### src/rtl/backtrack_unwinder.sv
// Backtrack unwinder: issues a backtrack command to the trail manager, drains the
// popped-entry stream into clear/phase-save strobes and reports pop statistics.
//
// state  | meaning
// IDLE   | waiting for a backtrack request; req_ready high
// ISSUE  | tm_backtrack_en pulse with the latched target level
// DRAIN  | consuming popped entries until done or timeout
// FINISH | one-cycle done pulse, then back to IDLE
module backtrack_unwinder #(
  parameter int MAX_VARS      = 16,
  parameter int DRAIN_TIMEOUT = MAX_VARS + 4
) (
  input  logic        clk,
  input  logic        reset_n,
  input  logic        req_valid,
  input  logic [15:0] req_level,
  output logic        req_ready,
  input  logic        clear_all,
  output logic        tm_backtrack_en,
  output logic [15:0] tm_backtrack_to_level,
  input  logic        tm_backtrack_valid,
  input  logic [31:0] tm_backtrack_var,
  input  logic        tm_backtrack_value,
  input  logic        tm_backtrack_is_decision,
  input  logic        tm_backtrack_done,
  output logic        clr_valid,
  output logic [31:0] clr_var,
  output logic        phase_we,
  output logic [31:0] phase_var,
  output logic        phase_value,
  output logic        done,
  output logic [15:0] popped_count,
  output logic [15:0] decisions_popped,
  output logic        err_var_range,
  output logic        err_timeout
);

  localparam int TW = $clog2(DRAIN_TIMEOUT + 1);

  typedef enum logic [1:0] {IDLE, ISSUE, DRAIN, FINISH} state_t;

  state_t        state_q, state_d;
  logic          req_ready_q, req_ready_d;
  logic          en_q, en_d;
  logic [15:0]   level_q, level_d;
  logic          clr_valid_q, clr_valid_d;
  logic [31:0]   clr_var_q, clr_var_d;
  logic          phase_value_q, phase_value_d;
  logic          done_q, done_d;
  logic [15:0]   popped_q, popped_d;
  logic [15:0]   dec_q, dec_d;
  logic          err_range_q, err_range_d;
  logic          err_to_q, err_to_d;
  logic [TW-1:0] timer_q, timer_d;
  logic          var_ok;

  assign var_ok = (tm_backtrack_var != 32'd0) && (tm_backtrack_var < 32'(MAX_VARS));

  always_comb begin
    state_d       = state_q;
    en_d          = 1'b0;
    level_d       = level_q;
    clr_valid_d   = 1'b0;
    clr_var_d     = clr_var_q;
    phase_value_d = phase_value_q;
    done_d        = 1'b0;
    popped_d      = popped_q;
    dec_d         = dec_q;
    err_range_d   = err_range_q;
    err_to_d      = err_to_q;
    timer_d       = timer_q;

    case (state_q)
      IDLE: begin
        if (req_valid) begin
          level_d  = req_level;
          popped_d = '0;
          dec_d    = '0;
          timer_d  = TW'(DRAIN_TIMEOUT);
          en_d     = 1'b1;
          state_d  = ISSUE;
        end
      end
      ISSUE: state_d = DRAIN;
      DRAIN: begin
        if (tm_backtrack_valid) begin
          if (popped_q != 16'hFFFF) popped_d = popped_q + 16'd1;
          if (tm_backtrack_is_decision && dec_q != 16'hFFFF) dec_d = dec_q + 16'd1;
          if (var_ok) begin
            clr_valid_d   = 1'b1;
            clr_var_d     = tm_backtrack_var;
            phase_value_d = tm_backtrack_value;
          end else begin
            err_range_d = 1'b1;
          end
        end
        // Timer counts down only on cycles without done; terminal count aborts the drain.
        if (tm_backtrack_done) begin
          state_d = FINISH;
          done_d  = 1'b1;
        end else if (timer_q <= TW'(1)) begin
          err_to_d = 1'b1;
          state_d  = FINISH;
          done_d   = 1'b1;
          timer_d  = '0;
        end else begin
          timer_d = timer_q - TW'(1);
        end
      end
      FINISH: state_d = IDLE;
      default: state_d = IDLE;
    endcase

    if (clear_all) begin
      state_d     = IDLE;
      en_d        = 1'b0;
      clr_valid_d = 1'b0;
      done_d      = 1'b0;
      popped_d    = '0;
      dec_d       = '0;
      timer_d     = '0;
      err_range_d = 1'b0;
      err_to_d    = 1'b0;
    end

    req_ready_d = (state_d == IDLE);
  end

  always_ff @(posedge clk or negedge reset_n) begin
    if (!reset_n) begin
      state_q       <= IDLE;
      req_ready_q   <= 1'b1;
      en_q          <= 1'b0;
      level_q       <= '0;
      clr_valid_q   <= 1'b0;
      clr_var_q     <= '0;
      phase_value_q <= 1'b0;
      done_q        <= 1'b0;
      popped_q      <= '0;
      dec_q         <= '0;
      err_range_q   <= 1'b0;
      err_to_q      <= 1'b0;
      timer_q       <= '0;
    end else begin
      state_q       <= state_d;
      req_ready_q   <= req_ready_d;
      en_q          <= en_d;
      level_q       <= level_d;
      clr_valid_q   <= clr_valid_d;
      clr_var_q     <= clr_var_d;
      phase_value_q <= phase_value_d;
      done_q        <= done_d;
      popped_q      <= popped_d;
      dec_q         <= dec_d;
      err_range_q   <= err_range_d;
      err_to_q      <= err_to_d;
      timer_q       <= timer_d;
    end
  end

  // The phase-save port mirrors the clear strobe one-for-one.
  assign req_ready             = req_ready_q;
  assign tm_backtrack_en       = en_q;
  assign tm_backtrack_to_level = level_q;
  assign clr_valid             = clr_valid_q;
  assign clr_var               = clr_var_q;
  assign phase_we              = clr_valid_q;
  assign phase_var             = clr_var_q;
  assign phase_value           = phase_value_q;
  assign done                  = done_q;
  assign popped_count          = popped_q;
  assign decisions_popped      = dec_q;
  assign err_var_range         = err_range_q;
  assign err_timeout           = err_to_q;

endmodule

### config.mk
export PLATFORM = sky130hd
export DESIGN_NAME = backtrack_unwinder
export DESIGN_NICKNAME = d
export VERILOG_FILES = /design/src/rtl/backtrack_unwinder.sv
export SDC_FILE = /design/constraint.sdc
export NUM_CORES = 1
export LEC_CHECK = 0
export CORE_MARGIN = 2
export CORE_UTILIZATION = 45
export CTS_CLUSTER_DIAMETER = 150
export DETAILED_ROUTE_END_ITERATION = 16
export PLACE_DENSITY = 0.81
export SYNTH_ARGS = -nofsm -noshare
export SYNTH_HDL_FRONTEND = slang
export SYNTH_SLANG_ARGS = --single-unit
### constraint.sdc
create_clock -name clk -period 2.6 [get_ports clk]
set_input_delay 0.52 -clock clk [delete_from_list [all_inputs] [get_ports clk]]
set_output_delay 0.52 -clock clk [all_outputs]
set_load 0.02 [all_outputs]
# Word-level counts from Yosys, hierarchy flattened
# Cells that the tools add are included.
# classes
shift	0
magnitude_cmp	2
n_reduce_logical	16
n_div	0
mul	0
mux	38
n_eq_ne	12
bitwise_logic	0
add_sub_neg	3
# ops
op	n
16-bit two-way mux	7
16-bit one-hot mux with 2 select lines	2
16-bit by 1-bit adder with 16-bit output, second input constant	2
32-bit by 5-bit < comparator with 1-bit output, second input constant	1
16-bit inequality test, second input constant	2
32-bit nonzero test	1
5-bit two-way mux	4
1-bit two-way mux	19
3-bit inequality test, second input constant	5
3-bit AND reduction	4
5-bit one-hot mux with 2 select lines	1
2-bit two-way mux	4
2-bit one-hot mux with 4 select lines	1
4-bit AND reduction	2
2-bit nonzero test	3
5-bit by 1-bit <= comparator with 1-bit output, second input constant	1
5-bit by 1-bit subtractor with 5-bit output, second input constant	1
2-bit equality test, second input constant	2
2-bit logical NOT	2
2-bit inequality test, second input constant	2
3-bit nonzero test	1
2-bit by 1-bit equality test with 1-bit output, second input constant	1
1-bit logical AND	2
2-bit AND reduction	1
# word_totals
register_bits	94
mem_bits_rw	0
word_cells	84
romBits	0
latchBits	0
output_inout_bits	120
memories	0

# Logic depth before layout (Yosys ltp)
# Gate-level depths: netlist of run 1.
# depth
depth_word	6
depth_mapped	8
ltp_nobuf	6

# Least setup slack after synthesis of run 1
# Ideal clock, no wire load.
# synth_timing
path_type	in2reg
start	in tm_backtrack_var[20]
end	reg clr_var_q[2] (netlist: clr_var[2])
path_buffers	1
setup_slack_ps	756
setup_time_ps	125
cell_stages	5
t_arrival_ps	1719
cell_sequence	nor4_1 > nand4_1 > nor3_4 > buf_6 > mux2_4
# synth_between
elab_chain_len	3
elab_cells_between_ends	4
cone_classes	order compare: 1; reduce/logical: 3
# synth_lines
item	line_no	source
start: declaration	22	input logic [31:0] tm_backtrack_var,
32-bit by 5-bit < comparator with 1-bit output / 32-bit nonzero test (equally long branches)	57	assign var_ok = (tm_backtrack_var != 32'd0) && (tm_backtrack_var < 32'(MAX_VARS));
1-bit logical AND (*)	57	
3-bit AND reduction (no line) (*)	--	
end signal: assignment	150	clr_var_q <= clr_var_d;
end: declaration	47	logic [31:0] clr_var_q, clr_var_d;
# Mark *: on every way between the ends. The rest lies on a longest branch, timed or not.
# A chain may end at the register's enable or synchronous reset.

# Worst setup path after layout of run 1
# layout_timing
start	reg state_q[0]
end	reg dec_q[12] (netlist: decisions_popped[12])
# layout_between
elab_chain_len	3
elab_cells_between_ends	9
cone_classes	eq/ne: 4; mux: 2; reduce/logical: 3
# layout_lines
item	line_no	source
start: declaration	42	state_t state_q, state_d;
start signal: assignment	145	state_q <= state_d;
2-bit equality test / 2-bit logical NOT (equally long branches)	73	case (state_q)
3-bit inequality test (no line), or another cell as far along	--	
4-bit AND reduction (no line) / 16-bit two-way mux (equally long branches)	--	
end signal: assignment	140	dec_q <= '0;
end signal: assignment	154	dec_q <= dec_d;
end: declaration	51	logic [15:0] dec_q, dec_d;
# Parallel ways exist; a longest one is shown, timed or not.

==> flow_summary.yaml, run 1 <==
run_status:
  result_of_the_run: "completed"
setup_path:
  path_max_fanout: 14
  delay_of_the_slowest_critical_path_stage_ns: 0.48
  critPathBufInv: 1
  path_cells: "inv_1 -> ha_1 -> nand2b_1 -> nor3_4 -> nor3_1 -> a221o_2"
  timing.critical_path.max_delay_family: "simple AND/OR/NAND/NOR gates"
  worst_ep_arrival_time_ns: 2.54
  crit_path_top_delay_cell: "sky130_fd_sc_hd__nor3_4"
  critPathKind: "reg -> reg"
  critical_path_required_ns: 2.84
  worst_setup_path_end_kind: "register"
  ff2ff_setup_slack_ns: 0.30
  critical_path.startpoint_type: "register"
place:
  numPortBuffers: 175
  dp.cells: 712
  final_weighted_congestion_in_routability_driven_placement: 0.863
  dpl.hpwl_um: 9090
  preCtsSetupSlack_ns: 0.124
timing:
  setup-tns-final_ns: 0
  tightest_slew_ns: 0.609
  worst_hold_slack_ns: 0.178
  period_minus_slack_ns: 2.30
  final_min_period_over_clock_period_pct: 88.4
  grt_setup_unrepaired: "false"
  final_setup_slack_of_the_worst_path_ns: 0.300
  final-max-slew-violation-count: 0
  fmax_ghz: 0.435
  setup_violation_total_in_the_final_timing_report: 0
  slew-limit-headroom_pct: 59.4
  final-hold-violation-count: 0
  clock_skew_ns: 0.00932
layout:
  layout-area-overhead-vs-synth_pct: 41.3
  layout_common_cells: "174 x sky130_fd_sc_hd__clkdlybuf4s50_1, 93 x sky130_fd_sc_hd__dfrtp_1, 27 x sky130_fd_sc_hd__nand2_1"
  drive_gt1_share_pct: 11.0
  final_cell_count_no_fill: 728
  final_net_count: 649
  final_common_cell: "sky130_fd_sc_hd__clkdlybuf4s50_1"
  antenna_cells: 0
  final_core_utilization_pct: 65.0
yosys:
  ys_ff_latch: 94
  synth.avg_cell_area_um2: 10.8
  synth.largest_area_cell: "sky130_fd_sc_hd__dfrtp_1"
  synth.top_cells.by_area: "sky130_fd_sc_hd__dfrtp_1 49%, sky130_fd_sc_hd__buf_4 5.7%, sky130_fd_sc_hd__mux2_2 4.8%, sky130_fd_sc_hd__nor2b_1 3.1%, sky130_fd_sc_hd__nand2_1 2.2%"
  combinational_family_with_the_most_area_after_synthesis: "simple AND/OR/NAND/NOR gates"
  synth-warning-count: 0
  post_synthesis_share_of_cell_area_spent_on_and_or_nand_and_nor_gates_pct: 17.8
  synth_cell_type_count: 60
  synthDominantCellAreaShare_pct: 49.5
  synth.yosys.seq_area_share_pct: 50.0
  number_of_nets_in_the_synthesized_netlist: 498
  dominantRegCellSynth: "sky130_fd_sc_hd__dfrtp_1"
  synth_cells: 436
  post_synthesis_adder_cell_area_fraction_pct: 1.60
  post_synth_xor_area_fraction_pct: 0
  synth-async-reset-ratio_pct: 100
  synth_compound_area_share_pct: 15.5
  muxShareOfSynthArea_pct: 6.49
  synth_edf_count: 0
  synthesized_area_mm2: 0.00471
grt:
  overflow: 0
  grt_pass1_vias: 3880
  gr-usage-all-layers_pct: 22.2
  antenna_found_initial: 0
  grt_max_degree: 49
  grt_first_pass_wirelength_um: 19800
power_and_ir_drop:
  p_per_area_mw_per_mm2: 666
  p_sw_mw: 1.42
  power.ir.vdd_worst_v: 0.000545
  comb_power_share_pct: 33.3
  power.share.switching_pct: 32.1
  p_leak_nw: 2.85
  power.clock.fraction_pct: 26.3
  p_int_mw: 3.01
  flop_pwr_share_pct: 40.4
detailed_routing:
  antenna_left: 0
  detailedRoute.firstIterationViolations: 212
  num_vias: 3999
  via_per_inst: 5.49
  detailedRoute.firstPassIterationCount: 5
  finalWirelength_um: 12300
  drc: 0
  post_drt_wl_per_cell_um: 17.0
clocking:
  ctsRootBufferMaster: "sky130_fd_sc_hd__clkbuf_8"
  cts_repair_resized_insts: 0
  post_cts_buffers: 0
  clock_tree_from_tritoncts: "built"
  cts_htree_levels: 3
  cts_hold_buf: 0
  clock-sinks: 94
  worst_setup_hold_path_clk_slew_ns: 0.09
  numCtsBuffers: 9
  max-clock-path-buffers: 2
  insertion_delay_ns: 0.36
floorplan:
  rows: 37
  floorplan.initialDensity_pct: 46.0
  floorplan.die.height_um: 106
  floorplan.io_pins: 176
  core_mm2: 0.0102
  die_w_um: 106
  die_area_mm2: 0.0113
worst_hold_path:
  timing.hold.worst.class: "in -> async"
run:
  timing.max_cap.violations: 0
[final timing paths]
check,startpoint,endpoint,cells past startpoint
worst min register to register,tm_backtrack_to_level[5]$_DFFE_PN0P_,tm_backtrack_to_level[5]$_DFFE_PN0P_,1
min in group clk,tm_backtrack_to_level[5]$_DFFE_PN0P_,tm_backtrack_to_level[5]$_DFFE_PN0P_,1
worst max register to register,state_q[0]$_DFF_PN0_,decisions_popped[12]$_DFFE_PN0P_,6
worst max-delay path,state_q[0]$_DFF_PN0_,decisions_popped[12]$_DFFE_PN0P_,6
worst min-delay path,reset_n,decisions_popped[9]$_DFFE_PN0P_,1
max in group asynchronous,reset_n,phase_value$_DFFE_PN0P_,2
[cells in the mapped netlist, types with 4 or more instances]
cell / n
sky130_fd_sc_hd__nand4_1: 12
sky130_fd_sc_hd__mux2_2: 20
sky130_fd_sc_hd__o21bai_1: 4
sky130_fd_sc_hd__ha_1: 6
sky130_fd_sc_hd__inv_1: 17
sky130_fd_sc_hd__nor3_1: 8
sky130_fd_sc_hd__a21o_1: 4
sky130_fd_sc_hd__a22oi_1: 4
sky130_fd_sc_hd__nor2_1: 17
sky130_fd_sc_hd__clkbuf_1: 4
sky130_fd_sc_hd__a211o_1: 6
sky130_fd_sc_hd__buf_2: 8
sky130_fd_sc_hd__a21boi_0: 4
sky130_fd_sc_hd__a21oi_1: 14
sky130_fd_sc_hd__o22a_1: 6
sky130_fd_sc_hd__a211oi_1: 7
sky130_fd_sc_hd__and4_1: 4
sky130_fd_sc_hd__and2b_1: 7
sky130_fd_sc_hd__nor2b_1: 23
sky130_fd_sc_hd__nor4_1: 14
sky130_fd_sc_hd__o21ai_0: 9
sky130_fd_sc_hd__buf_4: 36
sky130_fd_sc_hd__nand2_1: 27
sky130_fd_sc_hd__mux2i_1: 5
sky130_fd_sc_hd__nand3_1: 18
sky130_fd_sc_hd__a2bb2oi_1: 4
sky130_fd_sc_hd__dfrtp_1: 93
[power by group through the flow]
| stage | combinational, mW | sequential, mW | clock, mW |
|---|---|---|---|
| CTS | 1.49 | 1.79 | 1.20 |
| global route | 1.60 | 1.81 | 1.26 |
| finish | 1.47 | 1.79 | 1.17 |
| detailed placement | 1.48 | 1.82 | 0 |
| floorplan | 0.646 | 2.00 | 0 |
| global placement | 1.44 | 1.80 | 0 |
[sequential cells by signal, indices dropped and copies added (netlist names), 2 cells and up]
name and flops:
state_q 2, timer_q 5, decisions_popped 16, popped_count 16, clr_var 32, tm_backtrack_to_level 16
[layer usage]
metal	wire length, um	share of wire (%)	GRT usage (%)	vias up
met5	0	0	0	-
met4	187	1.5	7.61	0
met3	712	5.8	3.49	12
met2	6220	50	36.4	178
met1	5230	42	30.0	1940
li1	-	-	-	1869
[stage by stage]
step | area, um^2 | power (mW)
3_3_place_gp | 6410 | 3.23
3_5_place_dp | 6410 | 3.30
2_1_floorplan | 4710 | 2.64
6_report | 6650 | 4.43
4_1_cts | 6650 | 4.47
5_1_grt | 6650 | 4.67
[cell families after synthesis]
| family | after synthesis |
|---|---|
| AND/OR/NAND/NOR | 148 |
| AO/OA/AOI/OAI | 94 |
| flip-flops | 94 |
| buffers and inverters | 67 |
| multiplexers | 27 |
| adder cells (fa/ha/maj) | 6 |
[cell type report]
| class | instances | area, um^2 |
|---|---|---|
| fillers | 834 | 3580 |
| clock inverters | 5 | 108 |
| inverters | 17 | 63.8 |
| clock buffers | 11 | 131 |
| repair buffers | 190 | 1870 |
| multi-input cells | 275 | 1950 |
| well taps | 136 | 170 |
| flip-flops and latches | 94 | 2350 |
No activity file was read; power rests on OpenSTA's default activity.
==> inputs of run 2 (changes only) <==
CORE_MARGIN = default   (was 2)
REMOVE_ABC_BUFFERS = 1   (was default)
==> run 2 against run 1 <==
Combinational power is essentially flat. Highest routed layer unchanged. Largest cell class unchanged. Cell area shrank 0.38%. Register-to-register slack improved by 0.19 ns. Worst hold slack got worse by 0.10 ns. Largest power group unchanged.
==> flow_summary.yaml, run 2 (synthesis gave the netlist of run 1 again) <==
timing:
  final_min_period_over_clock_period_pct: 82.4
  fmax_ghz: 0.467
  grt_setup_unrepaired: "false"
  final_setup_slack_of_the_worst_path_ns: 0.457
  setup_violation_total_in_the_final_timing_report: 0
  period_minus_slack_ns: 2.14
  clock_skew_ns: 0.0116
  final-hold-violation-count: 0
  slew-limit-headroom_pct: 51.9
  tightest_slew_ns: 0.719
  final-max-slew-violation-count: 0
setup_path:
  critical_path.startpoint_type: "input pin"
  critical_path_required_ns: 2.85
  critPathBufInv: 2
  path_max_fanout: 30
  path_cells: "clkdlybuf4s50_1 -> nor4_1 -> nand4_1 -> nor3_4 -> buf_12 -> mux2_2"
  timing.critical_path.max_delay_family: "simple AND/OR/NAND/NOR gates"
  worst_ep_arrival_time_ns: 2.40
  worst_setup_path_end_kind: "register"
  crit_path_top_delay_cell: "sky130_fd_sc_hd__clkdlybuf4s50_1"
  ff2ff_setup_slack_ns: 0.49
  delay_of_the_slowest_critical_path_stage_ns: 0.40
  critPathKind: "in -> reg"
detailed_routing:
  antenna_left: 0
  via_per_inst: 5.57
  num_vias: 4034
  finalWirelength_um: 12000
  detailedRoute.firstPassIterationCount: 4
  detailedRoute.firstIterationViolations: 186
  drc: 0
  post_drt_wl_per_cell_um: 16.5
place:
  preCtsSetupSlack_ns: 0.0353
  numPortBuffers: 175
  dpl.hpwl_um: 9030
  final_weighted_congestion_in_routability_driven_placement: 0.840
power_and_ir_drop:
  power.ir.vdd_worst_v: 0.000482
  design_power_total_mw: 4.28
  p_leak_nw: 2.83
  p_per_area_mw_per_mm2: 646
layout:
  final_common_cell: "sky130_fd_sc_hd__clkdlybuf4s50_1"
  drive_gt1_share_pct: 11.2
  largest_reg_flops: 32
  layout-area-overhead-vs-synth_pct: 40.7
  fillers: 780
  antenna_cells: 0
  final_net_count: 648
  layout_common_cells: "174 x sky130_fd_sc_hd__clkdlybuf4s50_1, 93 x sky130_fd_sc_hd__dfrtp_1, 27 x sky130_fd_sc_hd__nand2_1"
floorplan:
  floorplan.initialDensity_pct: 47.3
  die_w_um: 104
  core_mm2: 0.00995
  floorplan.die.height_um: 104
  floorplan.io_pins: 176
  rows: 36
  die_area_mm2: 0.0109
grt:
  antenna_found_initial: 0
  gr-usage-all-layers_pct: 22.3
  grt_max_degree: 43
  grt_pass1_vias: 3901
  grt_first_pass_wirelength_um: 19400
  overflow: 0
clocking:
  worst_setup_hold_path_clk_slew_ns: 0.11
  post_cts_buffers: 0
  ctsRootBufferMaster: "sky130_fd_sc_hd__clkbuf_8"
  cts_hold_buf: 0
  cts_repair_resized_insts: 0
  clock-sinks: 94
  clock_tree_from_tritoncts: "built"
  cts_htree_levels: 3
  insertion_delay_ns: 0.37
  numCtsBuffers: 9
  max-clock-path-buffers: 2
worst_hold_path:
  timing.hold.worst.class: "in -> async"
run_status:
  result_of_the_run: "completed"
run:
  timing.max_cap.violations: 0
[run 2: cell count changes in the layout (fill, tap and decap cells not counted)]
cell                         before  now
sky130_fd_sc_hd__buf_4           15   13
sky130_fd_sc_hd__bufinv_16        3    1
sky130_fd_sc_hd__clkbuf_1         2    0
sky130_fd_sc_hd__buf_12           1    2
sky130_fd_sc_hd__clkbuf_8         9   10
sky130_fd_sc_hd__clkinvlp_4       0    1
sky130_fd_sc_hd__inv_6            1    2
sky130_fd_sc_hd__inv_8            0    1
[run 2: worst paths after layout]
kind                                                       startpoint                                    end  depth (start not counted)
worst min-delay path                                          reset_n  tm_backtrack_to_level[15]$_DFFE_PN0P_                          1
worst max-delay path                             tm_backtrack_var[19]                 clr_var[1]$_DFFE_PN0P_                          6
worst min register to register  tm_backtrack_to_level[12]$_DFFE_PN0P_  tm_backtrack_to_level[12]$_DFFE_PN0P_                          1
worst max register to register                   state_q[0]$_DFF_PN0_        decisions_popped[5]$_DFFE_PN0P_                          6
min in group clk                tm_backtrack_to_level[12]$_DFFE_PN0P_  tm_backtrack_to_level[12]$_DFFE_PN0P_                          1
max in group asynchronous                                     reset_n                    req_ready$_DFF_PN1_                          2
[run 2: per-layer routing]
| metal | up-vias | global-route usage [%] | wire, um |
|---|---|---|---|
| met5 | - | 0 | 0 |
| met4 | 0 | 7.96 | 167 |
| met3 | 18 | 3.32 | 704 |
| met2 | 181 | 39.5 | 6150 |
| met1 | 1964 | 27.4 | 4940 |
| li1 | 1871 | - | - |
[run 2: power by group]
group / internal (mW) / leakage, nW / switching [mW] / total, mW
sequential: 1.66 / 1.27 / 0.127 / 1.79
combinational: 0.692 / 1.46 / 0.765 / 1.46
clock: 0.486 / 0.105 / 0.548 / 1.03
total: 2.84 / 2.83 / 1.44 / 4.28
[run 2: layout make-up]
| type | instances | area [um^2] | area share [%] |
|---|---|---|---|
| sequential | 94 | 2350 | 35.5 |
| timing repair buffer | 189 | 1880 | 28.4 |
| clock buffer | 10 | 138 | 2.08 |
| tap | 133 | 166 | 2.51 |
| clock inverter | 6 | 75.1 | 1.13 |
| inverter | 17 | 63.8 | 0.964 |
| multi-input combinational | 275 | 1950 | 29.4 |
[run 2: per-stage QoR]
stage          cell area, um^2  setup TNS (ns)  cells  utilization (%)  hold slack [ns]
6_report                  6620               0    724             66.5           0.0770
3_5_place_dp              6410               0    708             64.4            0.492
2_1_floorplan             4360           -2.76    386                -            0.224
3_3_place_gp              6410               0    708             64.4            0.488
4_1_cts                   6620               0    724             66.5           0.0885
5_1_grt                   6620               0    724             66.5            0.108
==> inputs of run 3 (changes only) <==
CORE_UTILIZATION = 40   (was 45)
PLACE_DENSITY = 0.76   (was 0.81)
clock period = 1.9 ns   (was 2.6 ns; I/O delays follow)
==> run 3 against run 2 <==
Cell area is 8.9% higher. Global-route usage is 1.9 points lower. First-iteration DRC count is 16% higher. Critical path depth is 5 lower. Clock power is 87% higher. Clock-buffer cell count stayed put. Non-clock buffer count is 44 higher. Wire length is 3.8% higher. Final cell count is 7.5% higher. Largest cell class unchanged. Largest power group unchanged.
==> flow_summary.yaml, run 3 (synthesis gave the netlist of run 1 again) <==
run_status:
  result_of_the_run: "completed"
grt:
  grt_first_pass_wirelength_um: 20600
  overflow: 0
  grt_pass1_vias: 4215
  antenna_found_initial: 0
  gr-usage-all-layers_pct: 20.4
  grt_max_degree: 35
layout:
  layout-area-overhead-vs-synth_pct: 53.2
  fillers: 921
  final_net_count: 692
  drive_gt1_share_pct: 19.4
  largest_reg_flops: 32
  layout_common_cells: "172 x sky130_fd_sc_hd__clkdlybuf4s50_1, 93 x sky130_fd_sc_hd__dfrtp_1, 53 x sky130_fd_sc_hd__buf_4"
  antenna_cells: 0
  final_common_cell: "sky130_fd_sc_hd__clkdlybuf4s50_1"
  final_cell_count_no_fill: 778
timing:
  final-hold-violation-count: 0
  worst_hold_slack_ns: 0.504
  final_min_period_over_clock_period_pct: 97.7
  fmax_ghz: 0.539
  tightest_slew_ns: 0.472
  slew-limit-headroom_pct: 68.3
  setup_violation_total_in_the_final_timing_report: 0
  grt_setup_unrepaired: "true"
  period_minus_slack_ns: 1.86
  final-max-slew-violation-count: 0
  clock_skew_ns: 0.00893
setup_path:
  path_cells: "clkdlybuf4s50_1"
  crit_path_end: "decisions_popped[2]"
  timing.critical_path.max_delay_family: "buffers and inverters"
  worst_setup_path_end_kind: "output pin"
  path_max_fanout: 7
  worst-r2r-cell-count: 7
  delay_of_the_slowest_critical_path_stage_ns: 0.66
  worst_ep_arrival_time_ns: 1.48
  worst_setup_path_startpoint: "decisions_popped[2]$_DFFE_PN0P_"
  timing.rr.start: "state_q[1]$_DFF_PN0_"
  critical_path_required_ns: 1.52
  critical_path.startpoint_type: "register"
  critPathKind: "reg -> out"
  ff2ff_setup_slack_ns: 0.10
  timing.rr.end: "timer_q[3]$_DFFE_PN0P_"
  critPathBufInv: 1
  worst-path-stages: 1
  crit_path_top_delay_cell: "sky130_fd_sc_hd__clkdlybuf4s50_1"
floorplan:
  die_w_um: 110
  core_mm2: 0.0114
  rows: 39
  floorplan.initialDensity_pct: 41.2
  floorplan.die.height_um: 110
  die_area_mm2: 0.0122
  floorplan.io_pins: 176
power_and_ir_drop:
  power.ir.vdd_worst_v: 0.000664
  p_sw_mw: 2.09
  comb_power_share_pct: 35.4
  power.clock.fraction_pct: 28.5
  flop_pwr_share_pct: 36.2
  power.share.switching_pct: 30.9
  p_per_area_mw_per_mm2: 938
  p_leak_nw: 3.14
  p_int_mw: 4.67
detailed_routing:
  detailedRoute.firstIterationViolations: 216
  num_vias: 4127
  post_drt_wl_per_cell_um: 16.0
  antenna_left: 0
  drc: 0
  detailedRoute.firstPassIterationCount: 5
  via_per_inst: 5.30
  finalWirelength_um: 12400
place:
  dpl.hpwl_um: 9450
  dp.cells: 758
  final_weighted_congestion_in_routability_driven_placement: 0.852
  numPortBuffers: 175
clocking:
  numCtsBuffers: 9
  max-clock-path-buffers: 2
  insertion_delay_ns: 0.34
  clock-sinks: 94
  cts_htree_levels: 3
  ctsRootBufferMaster: "sky130_fd_sc_hd__clkbuf_16"
  worst_setup_hold_path_clk_slew_ns: 0.07
  clock_tree_from_tritoncts: "built"
run:
  timing.max_cap.violations: 0
worst_hold_path:
  timing.hold.worst.class: "reg -> reg"
## run 3: repair_timing
action	in CTS	in global routing
hold endpoints to repair	10	0
hold buffers	1	0
pin swaps	1	16
gates resized for setup	7	21
setup buffers	0	4
setup endpoints to repair	13	26
## run 3: area by class of cell
cell class              count  area [um^2]  area share, %
repair buffers            233         2240           31.1
flip-flops and latches     94         2350           32.6
inverters                  17         63.8          0.885
multi-input cells         275         2050           28.4
well taps                 143          179           2.48
clock inverters             6         91.3           1.27
clock buffers              10          229           3.18
## run 3: how the worst min path moves through the flow
stage,cells after the start,end,startpoint
floorplan,0,clr_valid$_DFF_PN0_,reset_n
global placement,1,tm_backtrack_to_level[13]$_DFFE_PN0P_,reset_n
detailed placement,1,tm_backtrack_to_level[7]$_DFFE_PN0P_,reset_n
CTS,1,tm_backtrack_to_level[5]$_DFFE_PN0P_,tm_backtrack_to_level[5]$_DFFE_PN0P_
finish,2,err_timeout$_DFFE_PN0P_,err_timeout$_DFFE_PN0P_
global route,1,tm_backtrack_to_level[0]$_DFFE_PN0P_,tm_backtrack_to_level[0]$_DFFE_PN0P_
## run 3: metrics by stage
step	utilization [%]	worst slack, ns	TNS, ns	cell area [um^2]	total power, mW
global placement	59.1	-0.309	-10.92	6750	4.66
global route	63.1	-0.0540	-0.0690	7210	7.09
floorplan	-	-0.989	-26.65	4360	3.57
finish	63.1	0.0445	0	7210	6.76
CTS	62.1	0.00694	0	7100	6.69
detailed placement	59.1	-0.367	-12.99	6750	4.71
## run 3: worst register-to-register path, cell delays in order (launching register included)
cell,delay [ns]
sky130_fd_sc_hd__dfrtp_1,0.41
sky130_fd_sc_hd__inv_1,0.10
sky130_fd_sc_hd__ha_4,0.18
sky130_fd_sc_hd__mux2_4,0.33
sky130_fd_sc_hd__buf_4,0.15
sky130_fd_sc_hd__a21oi_2,0.13
sky130_fd_sc_hd__o21ai_0,0.11
sky130_fd_sc_hd__a32o_1,0.28
## run 3: power groups by stage
stage / Sequential [mW] / Combinational, mW / Clock [mW]
after floorplan: 2.73 / 0.841 / 0
after global placement: 2.46 / 2.20 / 0
after detailed placement: 2.47 / 2.24 / 0
after CTS: 2.44 / 2.28 / 1.98
after global routing: 2.49 / 2.57 / 2.04
final: 2.45 / 2.39 / 1.93
## run 3: layer usage
metal	part of all wire (%)	vias up	GRT usage (%)
li1	-	1952	-
met1	41	2015	24.6
met2	52	148	35.7
met3	5.3	12	4.23
met4	1.4	0	7.47
met5	0	-	0
